--- src/rtl/booth_radix4_mult.sv ---
// Radix-4 (modified) Booth sequential multiplier.
// Retires two multiplier bits per cycle; signed or unsigned per operation.
module booth_radix4_mult #(
  parameter  int N  = 8,
  localparam int CW = $clog2(N/2+2)
) (
  input  logic           Clock,
  input  logic           Reset,
  input  logic           start,
  input  logic           signed_mode,
  input  logic [N-1:0]   multiplicand,
  input  logic [N-1:0]   multiplier,
  output logic [2*N-1:0] product,
  output logic           busy,
  output logic           done,
  output logic [CW-1:0]  iter
);

  localparam logic [CW-1:0] LAST = CW'(N/2);

  typedef enum logic {IDLE, RUN} state_t;

  state_t         state_q;
  logic [N+2:0]   a_q;
  logic [N+1:0]   q_q;
  logic [N+1:0]   m_q;
  logic           qm1_q;
  logic [2*N-1:0] product_q;
  logic           busy_q;
  logic           done_q;
  logic [CW-1:0]  iter_q;

  logic [N+2:0]   mx;
  logic [N+2:0]   m2;
  logic [N+2:0]   addend;
  logic [N+2:0]   sum;
  logic [N+2:0]   a_d;
  logic [N+1:0]   q_d;
  logic [2*N-1:0] product_d;
  logic [2:0]     dig;
  logic           ext;

  always_comb begin
    mx  = {m_q[N+1], m_q};
    m2  = {m_q, 1'b0};
    dig = {q_q[1:0], qm1_q};
    unique case (dig)
      3'b001, 3'b010: addend = mx;
      3'b011:         addend = m2;
      3'b100:         addend = ~m2 + (N+3)'(1);
      3'b101, 3'b110: addend = ~mx + (N+3)'(1);
      default:        addend = '0;
    endcase
    sum = a_q + addend;
    // add, then arithmetic shift of {A, Q, q_-1} by two
    a_d       = {{2{sum[N+2]}}, sum[N+2:2]};
    q_d       = {sum[1:0], q_q[N+1:2]};
    product_d = {a_d[N-3:0], q_d};
    ext       = signed_mode;
  end

  always_ff @(posedge Clock or posedge Reset) begin
    if (Reset) begin
      state_q   <= IDLE;
      a_q       <= '0;
      q_q       <= '0;
      m_q       <= '0;
      qm1_q     <= 1'b0;
      product_q <= '0;
      busy_q    <= 1'b0;
      done_q    <= 1'b0;
      iter_q    <= '0;
    end else begin
      unique case (state_q)
        IDLE: begin
          if (start) begin
            m_q     <= {{2{ext & multiplicand[N-1]}}, multiplicand};
            q_q     <= {{2{ext & multiplier[N-1]}}, multiplier};
            qm1_q   <= 1'b0;
            a_q     <= '0;
            iter_q  <= '0;
            busy_q  <= 1'b1;
            done_q  <= 1'b0;
            state_q <= RUN;
          end
        end
        RUN: begin
          a_q   <= a_d;
          q_q   <= q_d;
          qm1_q <= q_q[1];
          if (iter_q == LAST) begin
            product_q <= product_d;
            done_q    <= 1'b1;
            busy_q    <= 1'b0;
            iter_q    <= '0;
            state_q   <= IDLE;
          end else begin
            iter_q <= iter_q + CW'(1);
          end
        end
        default: state_q <= IDLE;
      endcase
    end
  end

  assign product = product_q;
  assign busy    = busy_q;
  assign done    = done_q;
  assign iter    = iter_q;

endmodule

--- config.mk ---
export PLATFORM = sky130hd
export DESIGN_NAME = booth_radix4_mult
export DESIGN_NICKNAME = d
export VERILOG_FILES = /design/src/rtl/booth_radix4_mult.sv
export SDC_FILE = /design/constraint.sdc
export NUM_CORES = 1
export LEC_CHECK = 0
export ABC_AREA = 1
export CAP_MARGIN = 20
export CELL_PAD_IN_SITES_DETAIL_PLACEMENT = 1
export CELL_PAD_IN_SITES_GLOBAL_PLACEMENT = 1
export CORE_ASPECT_RATIO = 1.1
export CORE_MARGIN = 2
export CORE_UTILIZATION = 44
export DETAILED_ROUTE_END_ITERATION = 6
export GPL_ROUTABILITY_DRIVEN = 0
export HOLD_SLACK_MARGIN = 0.03
export PLACE_DENSITY = 0.95
export SLEW_MARGIN = 30
export SYNTH_ARGS = -nofsm -noshare
export SYNTH_HDL_FRONTEND = slang
export SYNTH_SLANG_ARGS = --single-unit
export TNS_END_PERCENT = 100
--- constraint.sdc ---
create_clock -name Clock -period 4 [get_ports Clock]
set_input_delay 0.6 -clock Clock [delete_from_list [all_inputs] [get_ports Clock]]
set_output_delay 0.6 -clock Clock [all_outputs]
set_load 0.01 [all_outputs]
# Word level (Yosys, flattened, before mapping)
# Index checks and enable logic that the tools add are counted.
[op_classes] n_addsub=4 eq_ne=9 mux=18 n_bitwise=5 n_reduce_logical=5
[op_table] op="11-bit one-hot mux with 4 select lines" count=1
[op_table] op="11-bit by 1-bit adder with 11-bit output, second input constant" count=2
[op_table] op="11-bit inverter" count=2
[op_table] op="11-bit one-hot mux with 2 select lines" count=1
[op_table] op="10-bit one-hot mux with 2 select lines" count=1
[op_table] op="3-bit == test, second input constant" count=4
[op_table] op="11-bit adder" count=1
[op_table] op="11-bit 2-to-1 mux" count=1
[op_table] op="10-bit 2-to-1 mux" count=1
[op_table] op="1-bit one-hot mux with 2 select lines" count=4
[op_table] op="3-bit by 2-bit == test with 1-bit output, second input constant" count=2
[op_table] op="1-bit 2-to-1 mux" count=6
[op_table] op="3-bit 2-to-1 mux" count=2
[op_table] op="3-bit one-hot mux with 2 select lines" count=1
[op_table] op="2-bit AND reduction" count=3
[op_table] op="2-bit OR reduction" count=2
[op_table] op="3-bit by 1-bit adder with 3-bit output, second input constant" count=1
[op_table] op="3-bit by 1-bit == test with 1-bit output, second input constant" count=1
[op_table] op="1-bit bitwise AND" count=2
[op_table] op="2-bit by 1-bit inequality test with 1-bit output, second input constant" count=1
[op_table] op="2-bit inequality test, second input constant" count=1
[op_table] op="1-bit inverter" count=1
[totals] register_bits=53 in_bits=20

# Longest topological paths before layout
[logic_depth] word_depth=5 ltp_mapped=17

# Worst setup path before layout
# OpenSTA, ideal clock, no wires.
[synth_path] kind="register -> register" from="reg m_q[1]" to="reg a_q[4]" setup_ns=0.117 arrival_time_ns=2.257 setup_slack_ns=1.626 path_stages_with_launch=16 n_path_buf=0 path_cell_list="dfrtp_1 > inv_1 > ha_1 > inv_1 > nor3_2 > xor2_1 > inv_1 > a21oi_1 > o21ai_0 > ha_1 > nand2_1 > o21ai_1 > a21oi_1 > or2_1 > nand3_1 > nand2_1"
[synth_between] elab_chain_cells=5 word_cells_on_any_way=7 classes_between="3 x add/sub; 2 x mux; 2 x bitwise"
[synth_lines] element="start, declared" line_no="26" rtl="logic [N+1:0] m_q;"
[synth_lines] element="start signal, assigned" line_no="77" rtl="m_q <= {{2{ext & multiplicand[N-1]}}, multiplicand};"
[synth_lines] element="11-bit inverter, on equally long branches" line_no="51, 50"
[synth_lines] element="11-bit by 1-bit adder with 11-bit output, on equally long branches" line_no="51, 50"
[synth_lines] element="11-bit one-hot mux with 4 select lines *" line_no="47" rtl="unique case (dig)"
[synth_lines] element="11-bit adder *" line_no="54" rtl="sum = a_q + addend;"
[synth_lines] element="11-bit one-hot mux with 2 select lines *" line_no="74" rtl="unique case (state_q)"
[synth_lines] element="end signal, assigned" line_no="65" rtl="a_q <= '0;"
[synth_lines] element="end signal, assigned" line_no="80" rtl="a_q <= '0;"
[synth_lines] element="end signal, assigned" line_no="88" rtl="a_q <= a_d;"
[synth_lines] element="end, declared" line_no="24" rtl="logic [N+2:0] a_q;"
# Mark *: on every way between the ends. The rest lies on a longest branch, timed or not.
# A chain may end at the register's enable or synchronous reset.

# Worst setup path after layout
[layout_path] from="reg m_q[0]" to="reg product_q[15], in the netlist product[15]"
[layout_between] elab_chain_cells=4 word_cells_on_any_way=6 classes_between="3 x add/sub; 1 x mux; 2 x bitwise"
[layout_lines] element="11-bit inverter, on equally long branches" line_no="51, 50"
[layout_lines] element="11-bit by 1-bit adder with 11-bit output, on equally long branches" line_no="51, 50"
[layout_lines] element="11-bit one-hot mux with 4 select lines *" line_no="47"
[layout_lines] element="11-bit adder *" line_no="54"
[layout_lines] element="end signal, assigned" line_no="92" rtl="product_q <= product_d;"
[layout_lines] element="end, declared" line_no="28" rtl="logic [2*N-1:0] product_q;"
# Marks and branches as above.

==> results.md <==
- Die Y: 90.4 µm
- Core Util, Final: 53.4%
- Most used DFF post-synth: dfrtp_1
- Sw Ratio: 51.5%
- CP max FO: 6
- Cells resized by post-CTS repair: 0
- Cell taking the most area after synthesis: dfrtp_1
- Setup crit end kind: flip-flop
- Root Buffer: clkbuf_8
- Die Width: 82.5 µm
- Post-synth top area share: 42.7%
- Post-Syn Area per Cell: 8.16 µm²
- Initial Util: 45.3%
- Sw Pwr: 0.00185 W
- Post-Synthesis Cells: 366
- Post-detailed-route DRC marker count: 0
- WL/cell: 19.3 µm
- Largest net degree at the start of global routing: 30
- Final hold vios: 0
- Overflow after GRT: 0
- Initial antenna violation count: 0
- Syn. warnings: 0
- Most frequent cells in the layout: nand2_1 (89), dfrtp_1 (51), inv_1 (43)
- Slew Limit Fails: 0
- Internal Pwr Total: 0.00175 W
- Count of different cell masters after synthesis: 38
- CP required: 4.26 ns
- Post-route cell area: 3520 µm²
- I/O pins: 41
- Die area: 7460 µm²
- CP Launch Type: flip-flop
- Dpl cell area: 3430 µm²
- CTS sink cnt: 51
- Power per Cell Area: 1020 nW/µm²
- Vias/cell: 5.62
- Critical Path AT: 3.20 ns
- Async SR Flop Fraction: 100%
- Fraction of layout cells with a size suffix above 1: 7.88%
- Hold Path Class: reg -> reg
- Cts hold-fix bufs: 0
- Row count: 31
- GRT Total Usage: 28.0%
- Nets@finish: 439
- Global-route wire length before repair: 16000 µm
- CTS tree: done
- Status: finished clean
- Least-Margin Pin Slew: 0.711 ns
- Post-Route Setup TNS: 0 ns
- Fmax: 0.340 GHz
- Post-CTS Setup Bufs: 0
- Syn Nets: 400
- TritonCTS Buffers: 5
- Seq pwr share: 28.7%
- Clk pwr share: 8.8%
- Post-Synthesis Cell Area: 2990 µm²
- Final wirelength: 9440 µm
- Worst Skew: 0.00279 ns
- Max-cap violations: 0
- Port buffer count: 40
- Synth area leaders: dfrtp_1 (43%), nand2_1 (11%), inv_1 (5.5%)
- Htree depth: 2
- Post-DP HPWL: 6770 µm
- Commonest non-fill, non-tap cell in the layout: nand2_1
- Tmin final: 2.94 ns
- Layout area overhead: 17.9%
- Leakage: 1.65 nW
- Hold slack: 0.496 ns
- Core ar.: 6590 µm²
- DR iter-0 viols: 141
- Clock buffer depth: 2
- DR vias: 2742
- Drt pass-1 iters: 4
- Post-DRT Antenna Nets: 0
- Yosys reg bits: 51
- Final period utilization: 73.5%
- Worst slew margin: 52.6%
- Peak VDD IR: 0.531 mV
- Antenna diodes: 0
- Crit Path Category: reg -> reg
- Register clock-pin slew on the reported worst setup and hold paths: 0.10 ns
- Seq/Total Area, Yosys: 42.7%
- Worst skew pair latency: 0.31 ns
- Setup-failing EPs final: 0
- RSZ-0062 raised after global routing: no
- Combinational share of power: 62.5%
- Vias in the first global route: 3110
- EDFF count, synth: 0
[final timing paths]
path | start | endpoint | slack, ns | cells after the start
min | product[8]$_DFFE_PP0P_ | product[8]$_DFFE_PP0P_ | 0.50 | 2
max | m_q[0]$_DFFE_PP0P_ | product[15]$_DFFE_PP0P_ | 1.06 | 13
min reg2reg | product[8]$_DFFE_PP0P_ | product[8]$_DFFE_PP0P_ | 0.50 | 2
max in group asynchronous | Reset | q_q[1]$_DFFE_PP0P_ | 2.52 | 3
max reg2reg | m_q[0]$_DFFE_PP0P_ | product[15]$_DFFE_PP0P_ | 1.06 | 13
min in group asynchronous | Reset | m_q[4]$_DFFE_PP0P_ | 0.68 | 2
[stage by stage]
step           std cells  power [W]  setup WS (ns)
2_1_floorplan        366    0.00247           1.63
3_3_place_gp         480    0.00302           1.45
3_5_place_dp         480    0.00319           1.20
4_1_cts              488    0.00358           1.10
5_1_grt              488    0.00389          0.832
6_report             488    0.00360           1.06
[power groups by stage]
stage | sequential (W) | clock (W) | combinational (W)
after floorplan | 0.000971 | 0 | 0.00150
after global placement | 0.00101 | 0 | 0.00201
after detailed placement | 0.00102 | 0 | 0.00217
after CTS | 0.00102 | 0.000314 | 0.00224
after global routing | 0.00106 | 0.000328 | 0.00250
final | 0.00103 | 0.000317 | 0.00225
[metal layers]
metal / part of all wire (%) / vias to the layer above / routed length, µm / global-route usage, %
met3: 3.1 / 22 / 290 / 3.50
met5: 0 / - / 0 / 0
met1: 39 / 1356 / 3650 / 33.1
met2: 55 / 78 / 5230 / 50.7
li1: - / 1286 / - / -
met4: 2.9 / 0 / 278 / 9.29
[registers in the layout, indices dropped and copies added, names as in the netlist]
register  cells
done          1
q_q          10
a_q           9
state_q       1
qm1_q         1
m_q           9
product      16
busy          1
iter          3
[kinds of logic (layout without fill, tap and decap cells)]
| group | Yosys count | count (layout) | synth area share, % |
|---|---|---|---|
| AO/OA/AOI/OAI | 83 | 83 | 16.7 |
| AND/OR/NAND/NOR | 150 | 150 | 23.1 |
| flip-flops | 51 | 51 | 42.7 |
| XOR/XNOR | 9 | 9 | 2.64 |
| adder cells (fa/ha/maj) | 14 | 14 | 6.12 |
| buffers and inverters | 59 | 99 | 8.72 |
[cells in the mapped netlist (4+ instances only)]
| cell type | n |
|---|---|
| buf_6 | 4 |
| nand2_1 | 89 |
| buf_2 | 4 |
| a22oi_1 | 9 |
| nor2_1 | 16 |
| a21oi_1 | 12 |
| ha_1 | 13 |
| o21ai_1 | 8 |
| dfrtp_1 | 51 |
| o21ai_0 | 33 |
| nor2_4 | 6 |
| nand3_1 | 23 |
| xor2_1 | 6 |
| inv_2 | 4 |
| inv_1 | 44 |
| o221ai_1 | 4 |
[critical path: stages (launching register included)]
cell,delay [ns]
dfrtp_1,0.46
inv_1,0.11
ha_1,0.27
xnor2_1,0.17
a22oi_1,0.18
o221ai_1,0.22
ha_1,0.44
a21oi_1,0.26
o21ai_1,0.12
a21oi_2,0.20
o21ai_0,0.11
nand2_1,0.13
nand3_1,0.12
nand2_1,0.09
[cell type report]
| class | count | area [µm²] |
|---|---|---|
| clock buffer | 6 | 72.6 |
| clock inverter | 2 | 16.3 |
| fill | 818 | 3070 |
| inverter | 48 | 180 |
| multi-input combinational | 256 | 1450 |
| sequential | 51 | 1280 |
| tap | 82 | 103 |
| timing repair buffer | 43 | 423 |
Note: power is estimated with default switching activity, not from simulation.
